**config.mk**
```make
export PLATFORM = sky130hd
export DESIGN_NAME = ahb_apb_bridge
export DESIGN_NICKNAME = d
export VERILOG_FILES = /design/src/rtl/ahb_apb_bridge.sv
export SDC_FILE = /design/constraint.sdc
export NUM_CORES = 1
export LEC_CHECK = 0
export BUFFER_PORTS_ARGS = -buffer_cell sky130_fd_sc_hd__buf_2
export CORE_ASPECT_RATIO = 1.2
export CORE_MARGIN = 4
export CORE_UTILIZATION = 43
export DETAILED_ROUTE_END_ITERATION = 10
export GPL_TIMING_DRIVEN = 0
export HOLD_SLACK_MARGIN = 0.08
export PLACE_DENSITY = 0.73
export SYNTH_ARGS = -nofsm -noshare
export SYNTH_HDL_FRONTEND = slang
export SYNTH_SLANG_ARGS = --single-unit
```
**constraint.sdc**
```tcl
create_clock -name Hclk -period 4.5 [get_ports Hclk]
set_clock_uncertainty 0.05 [all_clocks]
set_input_delay 0.225 -clock Hclk [delete_from_list [all_inputs] [get_ports Hclk]]
set_output_delay 0.225 -clock Hclk [all_outputs]
set_load 0.1 [all_outputs]
```
**src/rtl/ahb_apb_bridge.sv**
```systemverilog
// ahb_apb_bridge: AHB-Lite slave to APB master bridge, four equal APB slave regions above SLV_BASE.
// Latency: read data phase 2 cycles, write data phase 3 cycles (WWAIT captures Hwdata first).
// Backpressure: Hreadyout is low during WWAIT/SETUP (and ERR1); AHB inputs are ignored while it is low.
//
// Optional feature: define BRIDGE_ERR_RESP_EN to answer unmapped NONSEQ/SEQ transfers with a
// two-cycle ERROR response (ERR1 then ERR2). Without it, unmapped transfers are dropped with OKAY.
//
// Ports:
//   Hclk, Hreset                 clock (rising edge) and synchronous active-high reset
//   Htrans, Hsize, Hreadyin,
//   Hwrite, Haddr, Hwdata        AHB-Lite slave request side (Hsize accepted but not forwarded)
//   Hrdata, Hresp, Hreadyout     AHB-Lite slave response side
//   Pselx, Pwrite, Penable,
//   Paddr, Pwdata                APB master request side (all registered)
//   Prdata                       APB read data, passed straight through to Hrdata in RACC
module ahb_apb_bridge #(
    parameter int                    ADDR_WIDTH  = 32,
    parameter int                    DATA_WIDTH  = 32,
    parameter logic [ADDR_WIDTH-1:0] SLV_BASE    = ADDR_WIDTH'(32'h8000_0000),
    parameter int                    REGION_BITS = 26
) (
    input  logic                  Hclk,
    input  logic                  Hreset,
    input  logic [1:0]            Htrans,
    input  logic [2:0]            Hsize,
    input  logic                  Hreadyin,
    input  logic                  Hwrite,
    input  logic [ADDR_WIDTH-1:0] Haddr,
    input  logic [DATA_WIDTH-1:0] Hwdata,
    output logic [DATA_WIDTH-1:0] Hrdata,
    output logic [1:0]            Hresp,
    output logic                  Hreadyout,
    output logic [3:0]            Pselx,
    output logic                  Pwrite,
    output logic                  Penable,
    output logic [ADDR_WIDTH-1:0] Paddr,
    output logic [DATA_WIDTH-1:0] Pwdata,
    input  logic [DATA_WIDTH-1:0] Prdata
);

    localparam logic [1:0] HTRANS_NONSEQ = 2'b10;
    localparam logic [1:0] HTRANS_SEQ    = 2'b11;
    localparam logic [1:0] HRESP_OKAY    = 2'b00;
`ifdef BRIDGE_ERR_RESP_EN
    localparam logic [1:0] HRESP_ERROR   = 2'b01;
`endif

    typedef enum logic [2:0] {
        IDLE,
        WWAIT,
        RSETUP,
        RACC,
        WSETUP,
`ifdef BRIDGE_ERR_RESP_EN
        ERR1,
        ERR2,
`endif
        WACC
    } state_e;

    state_e                  state_q, state_d;
    logic [1:0]              sel_q, sel_d;
    logic [ADDR_WIDTH-1:0]   addr_q, addr_d;
    logic [3:0]              pselx_q, pselx_d;
    logic                    penable_q, penable_d;
    logic                    pwrite_q, pwrite_d;
    logic [ADDR_WIDTH-1:0]   paddr_q, paddr_d;
    logic [DATA_WIDTH-1:0]   pwdata_q, pwdata_d;

    // Transfer size is accepted as-is; only word transfers exist on this bus.
    logic unused_hsize;
    assign unused_hsize = ^Hsize;

    // ------------------------------------------------------------------
    // Address decode. The window is [SLV_BASE, SLV_BASE + 4 regions); the
    // above_base term stops a low address from wrapping into the window
    // through the subtraction.
    // ------------------------------------------------------------------
    logic [ADDR_WIDTH-1:0] offset;
    logic                  above_base;
    logic                  in_window;
    logic                  xfer_act;
    logic                  mapped;
    logic                  valid;
    logic [1:0]            dec_idx;

    assign offset     = Haddr - SLV_BASE;
    assign above_base = (Haddr >= SLV_BASE);
    assign in_window  = ((offset >> (REGION_BITS + 2)) == '0);
    assign dec_idx    = offset[REGION_BITS+1:REGION_BITS];
    assign xfer_act   = Hreadyin && ((Htrans == HTRANS_NONSEQ) || (Htrans == HTRANS_SEQ));
    assign mapped     = above_base && in_window;
    assign valid      = xfer_act && mapped;

    function automatic logic [3:0] onehot(input logic [1:0] idx);
        onehot = 4'b0001 << idx;
    endfunction

    // ------------------------------------------------------------------
    // State register and registered APB outputs
    // ------------------------------------------------------------------
    always_ff @(posedge Hclk) begin
        if (Hreset) begin
            state_q   <= IDLE;
            sel_q     <= 2'b00;
            addr_q    <= '0;
            pselx_q   <= 4'b0000;
            penable_q <= 1'b0;
            pwrite_q  <= 1'b0;
            paddr_q   <= '0;
            pwdata_q  <= '0;
        end else begin
            state_q   <= state_d;
            sel_q     <= sel_d;
            addr_q    <= addr_d;
            pselx_q   <= pselx_d;
            penable_q <= penable_d;
            pwrite_q  <= pwrite_d;
            paddr_q   <= paddr_d;
            pwdata_q  <= pwdata_d;
        end
    end

    // ------------------------------------------------------------------
    // Next state and next APB register values. The APB outputs are computed
    // for the state being entered so that they are registered, not decoded.
    // Transfer direction is carried by the state itself (read vs write path),
    // so only the address and slave index are latched on acceptance.
    // ------------------------------------------------------------------
    always_comb begin
        state_d   = state_q;
        sel_d     = sel_q;
        addr_d    = addr_q;
        pselx_d   = pselx_q;
        penable_d = penable_q;
        pwrite_d  = pwrite_q;
        paddr_d   = paddr_q;
        pwdata_d  = pwdata_q;

        case (state_q)
            WWAIT: begin
                // Write data is only valid in the AHB data phase, one cycle
                // after the address, hence the extra state before SETUP.
                pwdata_d  = Hwdata;
                pselx_d   = onehot(sel_q);
                pwrite_d  = 1'b1;
                paddr_d   = addr_q;
                penable_d = 1'b0;
                state_d   = WSETUP;
            end

            RSETUP: begin
                penable_d = 1'b1;
                state_d   = RACC;
            end

            WSETUP: begin
                penable_d = 1'b1;
                state_d   = WACC;
            end

`ifdef BRIDGE_ERR_RESP_EN
            ERR1: begin
                state_d = ERR2;
            end
`endif

            // IDLE, RACC, WACC (and ERR2) are the cycles where Hreadyout is
            // high, so the AHB address phase is sampled here. Unused
            // encodings fall back through the same path to IDLE.
            default: begin
                state_d   = IDLE;
                pselx_d   = 4'b0000;
                penable_d = 1'b0;
                if (valid && !Hwrite) begin
                    // Reads go straight to SETUP: no idle APB cycle between
                    // back-to-back reads.
                    state_d  = RSETUP;
                    sel_d    = dec_idx;
                    addr_d   = Haddr;
                    pselx_d  = onehot(dec_idx);
                    pwrite_d = 1'b0;
                    paddr_d  = Haddr;
                end else if (valid && Hwrite) begin
                    // APB stays idle (Paddr/Pwrite hold) until data arrives.
                    state_d = WWAIT;
                    sel_d   = dec_idx;
                    addr_d  = Haddr;
                end
`ifdef BRIDGE_ERR_RESP_EN
                else if (xfer_act) begin
                    state_d = ERR1;
                end
`endif
            end
        endcase
    end

    // ------------------------------------------------------------------
    // AHB response, decoded from the current state
    // ------------------------------------------------------------------
    logic       hready_c;
    logic [1:0] hresp_c;

    always_comb begin
        hready_c = 1'b0;
        hresp_c  = HRESP_OKAY;
        case (state_q)
            IDLE, RACC, WACC: hready_c = 1'b1;
`ifdef BRIDGE_ERR_RESP_EN
            // Two-cycle ERROR: the master sees ERROR with ready low first so
            // it can cancel the following transfer.
            ERR1: hresp_c = HRESP_ERROR;
            ERR2: begin
                hready_c = 1'b1;
                hresp_c  = HRESP_ERROR;
            end
`endif
            default: hready_c = 1'b0;
        endcase
    end

    assign Hreadyout = hready_c;
    assign Hresp     = hresp_c;
    assign Hrdata    = (state_q == RACC) ? Prdata : '0;

    assign Pselx     = pselx_q;
    assign Penable   = penable_q;
    assign Pwrite    = pwrite_q;
    assign Paddr     = paddr_q;
    assign Pwdata    = pwdata_q;

endmodule

```
==> metrics.cfg <==
[grt]
grt_max_degree=17
antenna_found_initial=0
gr-total-overflow=0
grt_pass1_wl_um=22200
grt_pass1_vias=4551
track_usage_pct=22.0

[layout]
area_growth_pct=38.6
multiInputGateArea_um2=2270
utilization_pct=61.1
num_antenna_cells=0
fin_nets=896
layout-drive-gt1-share_pct=31.7
nFillCells=894
seq_area_um2=2100

[worst_setup_path]
crit_path_end_kind=output pin
start_kind=flop
worstSetupPathType=flop to output pin
cp_slowest_stage_delay_ns=0.52
crit_chain=buf_2 > inv_1 > nor3b_1 > clkbuf_1 > and2_1 > buf_2
cp.required_ns=4.22
critPathArrivalTime_ns=2.38
cp_slowest_cell=nor3b_1
worst_path_most_repeated_cell=buf_2
path_max_fanout=10

[die]
die_w_um=103
core_um2=10600
boundaryPins=210
std_cell_rows=41
start_util_pct=44.1
die_h_um=122
die_area_um2=12600

[run]
cap_violations=0

[synthesis]
syn_area_um2=4660
synth_edf_count=0
yosysUniqueCellTypes=39
yosys_register_bits=105
yosys_warnings=0
async_flop_share_pct=0
yosysSeqAreaShare_pct=45.1
synth.avg_cell_area_um2=8.50
ys.flop_type=dfxtp_1
syn_inst=548

[power]
ir_drop_v=0.000231
pwr_density_cell_nw_per_um2=323
power_mw=2.09
p_leak_nw=2.82

[placed_design]
dp_hpwl_um=10700
gp_congestion=0.840
numPortBuffers=202

[routing]
drc_errors=0
vias=4605
dr.pass1.iters=5
wl_per_cell_um=15.2
drt-initial-drc-count=148
ant_nets=0
wl_um=14100
avgViaCountPerCell=4.98

[timing]
fmax_ghz=0.376
finalCritPeriodShare_pct=59.1
setup_viol=0
tns_ns=0
holdWs_ns=0.0898
final_hold_viol_count=0
worstMarginPinSlew_ns=0.665
period_minus_slack_ns=2.66
slew_headroom_pct=55.7
slew_violations=0
rsz0062_at_grt=no

[clock_tree]
clock_path_buffers=2
worstSkewPairLatency_ns=0.34
cts-buffers-inserted=9
htreeDepth=3
cts_resized=0
cts_tree=done
clkSlewWorstSetupHoldPaths_ns=0.06
clockRootBuffer=clkbuf_16
clock_sinks=105

[min_path]
holdCritPathClass=input port to flop

[run_status]
status=completed

Yosys cell counts, types with 6 or more instances:
library cell | instances | area share [%]
a21oi_1 | 67 | 7.2
a311oi_1 | 21 | 3.9
a311oi_2 | 10 | 3.2
and2_1 | 32 | 4.3
buf_1 | 6 | 0.48
buf_2 | 7 | 0.75
buf_4 | 7 | 1.1
clkbuf_1 | 26 | 2.1
dfxtp_1 | 105 | 45
mux2i_1 | 28 | 6.0
nand2_1 | 127 | 10
nand2b_1 | 56 | 7.5
nor2_1 | 11 | 0.89
nor3b_1 | 6 | 0.97
worst max-delay path: cells and delay by family, from the launching register on:
kind	cells	cell delay, ns
AND/OR/NAND/NOR	2	0.72
flip-flops	1	0.31
buffers and inverters	4	1.01
kinds of logic (layout without fill, tap and decap cells):
kind of cell	after synthesis	count (layout)	synth area share (%)
DFF	105	105	45.1
muxes	28	28	6.01
other	1	2	0.0805
AOI/OAI and AO/OA	111	111	16.3
and+or+nand+nor	247	247	26.0
xor gates and xnor gates	2	2	0.376
buffers and inverters	54	301	6.17
layout make-up:
type,count,area share (%)
inverters,1,0.0581
clock inverters,4,1.14
flip-flops and latches,105,32.6
plain buffers,53,4.40
repair buffers,231,20.2
clock buffers,12,3.97
well taps,129,2.50
multi-input cells,390,35.2
cells in the final DEF (no fill, tap or decap), drive strengths merged, types with 2 or more instances in the layout:
cell type,Yosys,layout
clkbuf,27,39
inv,1,2
dfxtp,105,105
nor2,12,12
bufinv,0,2
nor3,4,4
a21oi,67,67
nand2,127,127
o21ai,6,6
and2,32,32
a311oi,31,31
conb,1,2
mux2i,28,28
nor3b,6,6
dlygate4sd3,0,29
buf,26,228
or3,2,2
nand2b,56,56
a211oi,2,2
xnor2,2,2
stage by stage:
| stage | worst slack, ns | instance area, µm² | instances |
|---|---|---|---|
| final | 1.84 | 6460 | 925 |
| after global routing | 1.66 | 6460 | 925 |
| after CTS | 1.82 | 6460 | 925 |
| after detailed placement | 2.20 | 5840 | 880 |
| after global placement | 2.28 | 5840 | 880 |
| after floorplan | 1.54 | 4660 | 549 |
per-layer routing:
layer | global-route usage [%] | part of all wire [%] | vias to the layer above
met5 | 0 | 0 | -
met3 | 4.07 | 6.3 | 20
met2 | 36.0 | 49 | 153
met1 | 29.5 | 43 | 2102
met4 | 5.99 | 1.6 | 0
li1 | - | - | 2330
worst paths after layout:
path                           startpoint                 endpoint  slack (ns)  depth (start not counted)
setup / recovery    state_q[0]$_SDFF_PP0_               Hrdata[13]        1.84                          6
hold / removal                 Hwdata[21]  Pwdata[21]$_SDFFE_PP0P_        0.09                          3
setup reg to reg    state_q[1]$_SDFF_PP0_    Paddr[9]$_SDFFE_PP0P_        2.42                          7
hold reg to reg   Pwdata[15]$_SDFFE_PP0P_  Pwdata[15]$_SDFFE_PP0P_        0.40                          2
report_power, final:
group | internal, mW | switching [mW]
sequential | 0.944 | 0.00768
clock | 0.519 | 0.336
combinational | 0.0944 | 0.187
total | 1.56 | 0.531
registers in the layout, indices dropped and copies added, names as in the netlist:
register and cells:
addr_q 31, state_q 3, Pwrite 1, sel_q 1
Penable 1, Pwdata 32, Paddr 32, Pselx 4
repair_timing:
item | in CTS | in global routing
setup buffers | 0 | 0
hold endpoints to repair | 29 | 0
hold buffers | 29 | 0
No activity file was read; power rests on OpenSTA's default activity.
